### src/rtl/sprite_motion_ctrl.sv
// Per-frame sprite position controller: adds signed velocities once every FRAME_DIV
// enabled frames, clamps (or wraps in X) to keep the scaled sprite on screen.
module sprite_motion_ctrl #(
  parameter int H_RES        = 640,
  parameter int V_RES        = 480,
  parameter int SCREEN_CORDW = 16,
  parameter int SPRITE_W     = 68,
  parameter int SPRITE_H     = 72,
  parameter int X_INIT       = 286,
  parameter int Y_INIT       = 300,
  parameter int VEL_W        = 5,
  parameter int FRAME_DIV    = 1,
  parameter int WRAP_X       = 0
) (
  input  logic                    clk_pix,
  input  logic                    rst_n,
  input  logic                    frame,
  input  logic                    en,
  input  logic [VEL_W-1:0]        vel_x,
  input  logic [VEL_W-1:0]        vel_y,
  input  logic                    load,
  input  logic [SCREEN_CORDW-1:0] load_x,
  input  logic [SCREEN_CORDW-1:0] load_y,
  output logic [SCREEN_CORDW-1:0] pos_x,
  output logic [SCREEN_CORDW-1:0] pos_y,
  output logic                    hit_left,
  output logic                    hit_right,
  output logic                    hit_top,
  output logic                    hit_bottom,
  output logic                    moved
);

  localparam int CW   = SCREEN_CORDW;
  localparam int XMAX = H_RES - SPRITE_W;
  localparam int YMAX = V_RES - SPRITE_H;
  localparam int DW   = (FRAME_DIV > 1) ? $clog2(FRAME_DIV) : 1;

  localparam logic [CW-1:0]        XMAX_C   = CW'(XMAX);
  localparam logic [CW-1:0]        YMAX_C   = CW'(YMAX);
  localparam logic [CW-1:0]        X_INIT_C = CW'(X_INIT);
  localparam logic [CW-1:0]        Y_INIT_C = CW'(Y_INIT);
  localparam logic signed [CW:0]   XMAX_S   = (CW+1)'(XMAX);
  localparam logic signed [CW:0]   YMAX_S   = (CW+1)'(YMAX);
  localparam logic signed [CW:0]   XSPAN_S  = (CW+1)'(XMAX + 1);
  localparam logic [DW-1:0]        DIV_LAST = DW'(FRAME_DIV - 1);

  typedef enum logic [1:0] {IDLE, CALC_X, CALC_Y, COMMIT} state_t;

  state_t                  state;
  logic [DW-1:0]           div_cnt;
  logic signed [VEL_W-1:0] vx_q, vy_q;
  logic [CW-1:0]           nx, ny;
  logic                    nl, nr, nt, nb;

  logic signed [CW:0]      sum_x, sum_y, wrap_x;
  logic                    x_lo, x_hi, y_lo, y_hi;

  always_comb begin
    sum_x  = $signed({1'b0, pos_x}) + (CW+1)'(vx_q);
    sum_y  = $signed({1'b0, pos_y}) + (CW+1)'(vy_q);
    x_lo   = sum_x < 0;
    x_hi   = sum_x > XMAX_S;
    y_lo   = sum_y < 0;
    y_hi   = sum_y > YMAX_S;
    wrap_x = sum_x;
    if (x_lo)      wrap_x = sum_x + XSPAN_S;
    else if (x_hi) wrap_x = sum_x - XSPAN_S;
  end

  always_ff @(posedge clk_pix or negedge rst_n) begin
    if (!rst_n) begin
      state      <= IDLE;
      div_cnt    <= '0;
      vx_q       <= '0;
      vy_q       <= '0;
      nx         <= '0;
      ny         <= '0;
      nl         <= 1'b0;
      nr         <= 1'b0;
      nt         <= 1'b0;
      nb         <= 1'b0;
      pos_x      <= X_INIT_C;
      pos_y      <= Y_INIT_C;
      hit_left   <= 1'b0;
      hit_right  <= 1'b0;
      hit_top    <= 1'b0;
      hit_bottom <= 1'b0;
      moved      <= 1'b0;
    end else begin
      moved <= 1'b0;
      if (!en) div_cnt <= '0;
      // load overrides everything, including a same-cycle frame; the divider is left alone
      if (load) begin
        pos_x      <= (load_x > XMAX_C) ? XMAX_C : load_x;
        pos_y      <= (load_y > YMAX_C) ? YMAX_C : load_y;
        hit_left   <= 1'b0;
        hit_right  <= 1'b0;
        hit_top    <= 1'b0;
        hit_bottom <= 1'b0;
        state      <= IDLE;
      end else begin
        case (state)
          IDLE: begin
            if (frame && en) begin
              if (div_cnt == DIV_LAST) begin
                div_cnt <= '0;
                vx_q    <= $signed(vel_x);
                vy_q    <= $signed(vel_y);
                state   <= CALC_X;
              end else begin
                div_cnt <= div_cnt + 1'b1;
              end
            end
          end
          CALC_X: begin
            if (WRAP_X != 0) begin
              nx <= wrap_x[CW-1:0];
              nl <= 1'b0;
              nr <= 1'b0;
            end else begin
              nx <= x_lo ? '0 : (x_hi ? XMAX_C : sum_x[CW-1:0]);
              nl <= x_lo;
              nr <= x_hi;
            end
            state <= CALC_Y;
          end
          CALC_Y: begin
            ny    <= y_lo ? '0 : (y_hi ? YMAX_C : sum_y[CW-1:0]);
            nt    <= y_lo;
            nb    <= y_hi;
            state <= COMMIT;
          end
          COMMIT: begin
            pos_x      <= nx;
            pos_y      <= ny;
            hit_left   <= nl;
            hit_right  <= nr;
            hit_top    <= nt;
            hit_bottom <= nb;
            moved      <= 1'b1;
            state      <= IDLE;
          end
          default: state <= IDLE;
        endcase
      end
    end
  end

endmodule

### config.mk
export PLATFORM = sky130hd
export DESIGN_NAME = sprite_motion_ctrl
export DESIGN_NICKNAME = d
export VERILOG_FILES = /design/src/rtl/sprite_motion_ctrl.sv
export SDC_FILE = /design/constraint.sdc
export NUM_CORES = 1
export LEC_CHECK = 0
export ABC_AREA = 0
export BUFFER_PORTS_ARGS = -buffer_cell sky130_fd_sc_hd__buf_2
export CORE_MARGIN = 3
export CORE_UTILIZATION = 57
export DETAILED_ROUTE_END_ITERATION = 6
export HOLD_SLACK_MARGIN = 0.06
export PLACE_DENSITY = 0.8
export SYNTH_ARGS = -nofsm -noshare
export SYNTH_HDL_FRONTEND = slang
export SYNTH_SLANG_ARGS = --single-unit
### constraint.sdc
create_clock -name clk_pix -period 3.95 [get_ports clk_pix]
set_input_delay 0.5925 -clock clk_pix [delete_from_list [all_inputs] [get_ports clk_pix]]
set_output_delay 0.5925 -clock clk_pix [all_outputs]
set_load 0.05 [all_outputs]
**Yosys cells after proc, flatten, opt, wreduce, memory -nomap -nowiden**

Index checks and enable logic that the tools add are counted.

- Flip-flop bits (word level): 86
- Output and inout port bits: 37
- Word-level logic and storage cells: 69

- Equal/unequal tests: 5
- Order comparisons: 6
- Reduce and logical (&&, ||, !) cells: 7
- Bitwise gates (word level): 2
- Multiplexer cells: 29
- $add $sub $neg: 3

Operators by type and width:

| operator | count |
|---|---|
| 16-bit two-way mux | 10 |
| 17-bit by 5-bit adder with 17-bit output | 2 |
| 17-bit by 1-bit less-than comparator with 1-bit output, second input constant | 2 |
| 17-bit by 10-bit > comparator with 1-bit output, second input constant | 1 |
| 17-bit by 11-bit > comparator with 1-bit output, second input constant | 1 |
| 16-bit by 10-bit > comparator with 1-bit output, second input constant | 1 |
| 16-bit by 9-bit > comparator with 1-bit output, second input constant | 1 |
| 1-bit two-way mux | 15 |
| 2-bit one-hot mux with 4 select lines | 1 |
| 2-bit two-way mux | 3 |
| 3-bit inequality test, second input constant | 2 |
| 2-bit AND reduction | 3 |
| 2-bit == test, second input constant | 2 |
| 4-bit AND reduction | 1 |
| 2-bit by 1-bit == test with 1-bit output, second input constant | 1 |
| 2-bit logical NOT | 1 |
| 1-bit NOT | 2 |
| 2-bit nonzero test | 1 |
| 1-bit adder, second input constant | 1 |
| 1-bit logical AND | 1 |

**Longest topological paths before layout**

- Depth after elaboration: 5
- Mapped depth: 12
- Depth with buffers taken out: 11

**Least setup slack after synthesis**

No wires, ideal clock.

- Kind: flip-flop to flip-flop
- Start: reg pos_x[0]
- End: reg nx[9]
- Buffers on the path: 0
- Cell stages (with the launch flop): 11
- Arrival time: 3049 ps
- Library setup time: 121 ps
- Required time: 3829 ps
- Path slack: 780 ps
- Period minus slack after synthesis: 3170 ps
- Cells stage by stage: dfrtp_1 -> ha_1 -> inv_1 -> fa_1 -> nor2b_4 -> o2111ai_1 -> a21oi_2 -> o22ai_1 -> a2111oi_4 -> or4b_4 -> a22o_1

- Longest elaborated chain between the ends: 4
- Elaborated cells between the ends (all ways): 5
- Those cells by class: 1 x add/sub; 2 x order compare; 2 x mux

RTL lines:

| element | RTL line | source |
|---|---|---|
| from (decl) | 24 | `output logic [SCREEN_CORDW-1:0] pos_x,` |
| from (signal assigned) | 94 | `pos_x <= (load_x > XMAX_C) ? XMAX_C : load_x;` |
| from (signal assigned) | 134 | `pos_x <= nx;` |
| 17-bit by 5-bit adder with 17-bit output * | 59 | `sum_x = $signed({1'b0, pos_x}) + (CW+1)'(vx_q);` |
| 17-bit by 11-bit > comparator with 1-bit output | 62 | `x_hi = sum_x > XMAX_S;` |
| 16-bit two-way mux | 121 | `nx <= x_lo ? '0 : (x_hi ? XMAX_C : sum_x[CW-1:0]);` |
| 16-bit two-way mux * | 121 |  |
| to (signal assigned) | 117 | `nx <= wrap_x[CW-1:0];` |
| to (signal assigned) | 121 |  |
| to (decl) | 52 | `logic [CW-1:0] nx, ny;` |

Mark *: on every way between the ends. The rest lies on a longest branch, timed or not.
A chain may end at the register's enable or synchronous reset.

**Final worst setup path**

- Start: reg vx_q[4]
- End: reg nx[3]

- Longest elaborated chain between the ends: 4
- Elaborated cells between the ends (all ways): 5
- Those cells by class: 1 x add/sub; 2 x order compare; 2 x mux

RTL lines:

| element | RTL line | source |
|---|---|---|
| from (decl) | 51 | `logic signed [VEL_W-1:0] vx_q, vy_q;` |
| from (signal assigned) | 107 | `vx_q <= $signed(vel_x);` |
| 17-bit by 5-bit adder with 17-bit output * | 59 |  |
| 17-bit by 11-bit > comparator with 1-bit output | 62 |  |
| 16-bit two-way mux | 121 |  |
| 16-bit two-way mux * | 121 |  |

Marks and branches as above.

==> metrics.yaml <==
timing:
  maxSlewViolCount: 0
  holdWs_ns: 0.425
  skew_ns: 0.0157
  period_share: 0.861
  period_minus_slack_ns: 3.40
  fmax_ghz: 0.294
  relSlewSlack: 0.287
  fin_tns_setup_ns: 0
  setup_viol: 0
  hold_viol: 0
  max_slew.worst_pin.slew_ns: 1.07
  rsz0062_at_grt: "no"
setup_path:
  critPathMaxFanout: 15
  arrival_ns: 3.65
  cp_num_buf_inv: 0
  slowest_stage: "dfrtp_1"
  max_stage_delay_ns: 0.70
  crit_family: "compound AO/OA/AOI/OAI gates"
  cp-start-kind: "register"
  crit_required_ns: 4.20
  worstPathCellList: "ha_1 > a21o_1 > a31o_2 > nor2_1 > o311ai_2 > xor2_1 > a2111oi_4 > nand4bb_1 > a221o_1"
  endpoint_kind: "register"
  critical_path_class: "reg -> reg"
synth:
  synthTopCellsByArea: "dfrtp_1 36%, ha_1 8.5%, mux2i_1 7.5%, dfstp_2 4.5%, nor2_1 3.6%"
  synth_area_leader_cell: "dfrtp_1"
  syn_inst: 536
  synth_most_common_cell: "dfrtp_1"
  ys_warn_count: 0
  postSynthAreaPerCell_um2: 9.90
  synth_area_um2: 5310
  synth-edff-count: 0
  yosysSeqAreaShare: 0.408
  ys.flop_type: "dfrtp_1"
  synth_top_area_share: 0.363
  ys_ff_latch: 86
  synth_nets: 621
  synth_cell_types: 65
  netlist_top_cells_count: "77 x dfrtp_1, 51 x nor2_1, 46 x nand2_1, 40 x mux2i_1, 36 x ha_1"
  synthArstFlopShare: 1.00
global_routing:
  grt.total_usage: 0.251
  grt_first_pass_wirelength_um: 20800
  grt-ovfl-total: 0
  antenna_found_initial: 0
  grt_max_degree: 87
  grt_pass1_vias: 4411
die:
  start_util: 0.597
  die_y_um: 102
  fp.dieW_um: 102
  coreArea_um2: 8890
  rows: 34
  boundaryPins: 84
  die-area_um2: 10500
layout:
  final_nets: 698
  area_delta_synth_final_pct: 13.9
  stdcell_area_um2: 6040
  diodes: 0
  fill_cells: 682
  regArea_um2: 2160
  drive_gt1_frac: 0.230
  multi_input_area_um2: 2980
  final_cells: 726
clocking:
  ctsHtreeMaxLevel: 3
  path_clk_slew_ns: 0.10
  clk_latency_ns: 0.36
  cts_setup_buffers: 0
  ctsHoldBuffers: 0
  cts-root-buf: "clkbuf_8"
  cts.sinks: 86
  cts_resized: 0
  cts_max_path_buffers: 2
  cts_made_buffers: 9
  cts_tree: "built"
drt:
  finalWirelength_um: 12600
  vias: 4392
  drt-initial-drc-count: 178
  postRouteAntennaNets: 0
  first_pass_iters: 4
  routed_via_density: 6.05
  routedWlPerCell_um: 17.4
  drc: 0
placed_design:
  placed_cells: 710
  place.gp.congestion: 0.860
  numPortBuffers: 83
  dp_hpwl_um: 9190
  placed_area_um2: 5800
flow_run:
  drv_cap: 0
pwr:
  vdd_drop_max_mv: 0.332
  p_leak_nw: 2.86
  power_density_nw_per_um2: 622
  p_total_mw: 3.76
outcome:
  status: "completed"
min_path:
  hold_class: "in -> reg"
## final timing paths
path / from / end / slack [ns] / cells after the start
max in group asynchronous: rst_n / nx[9] / 2.84 / 1
hold reg to reg: ny[11] / ny[11] / 0.50 / 1
setup / recovery: vx_q[4] / nx[3] / 0.55 / 9
min in group asynchronous: rst_n / nx[12] / 0.43 / 1
setup reg to reg: vx_q[4] / nx[3] / 0.55 / 9
hold / removal: vel_y[1] / vy_q[1] / 0.42 / 3
## layout make-up
cell class,instances,share of cell area
clock buffer,9,0.0205
clock inverter,7,0.0207
inverter,19,0.0118
multi-input combinational,410,0.493
sequential,86,0.358
tap,108,0.0224
timing repair buffer,87,0.0741
## power by group
group	internal [mW]	total, mW	leakage (nW)	switching (mW)
clock network	0.428	0.765	0.125	0.337
registers	1.03	1.19	1.10	0.157
logic	0.742	1.81	1.64	1.06
total	2.20	3.76	2.86	1.56
## cell usage in the layout (no fill, tap or decap), drive strengths merged, types with 22 or more instances in the layout
cell type and count:
a21oi 28, buf 87, dfrtp 77, ha 36
inv 22, mux2i 40, nand2 46, nor2 51
o21ai 28
## worst reg2reg max path, stage by stage (launching register included)
cell and delay, ns:
dfrtp_1 0.70, ha_1 0.40, a21o_1 0.21, a31o_2 0.23
nor2_1 0.25, o311ai_2 0.18, xor2_1 0.20, a2111oi_4 0.33
nand4bb_1 0.37, a221o_1 0.45
## per-layer routing
metal / up-vias / share of wire / GRT usage / wire length [um]
met2: 117 / 0.50 / 0.439 / 6370
li1: 2098 / - / - / -
met4: 0 / 0.019 / 0.0767 / 245
met5: - / 0 / 0 / 0
met1: 2148 / 0.43 / 0.315 / 5480
met3: 29 / 0.044 / 0.0485 / 551
## per-stage QoR
stage	worst slack (ns)	utilization
2_1_floorplan	0.780	-
3_3_place_gp	0.715	0.652
3_5_place_dp	0.613	0.652
4_1_cts	0.620	0.680
5_1_grt	0.362	0.680
6_report	0.550	0.680
## state kept, by name (all words and copies together) (netlist names), 2 cells and up
name,flops
nx,16
pos_x,16
vx_q,5
ny,16
state,2
vy_q,5
pos_y,16
## kinds of logic after synthesis
family          share of synthesized area
simple gates                        0.142
compound gates                      0.188
flops                               0.408
mux                                0.0946
buf+inv                            0.0325
fa+ha+maj                          0.0924
xor+xnor                           0.0429
Note: power is estimated with default switching activity, not from simulation.
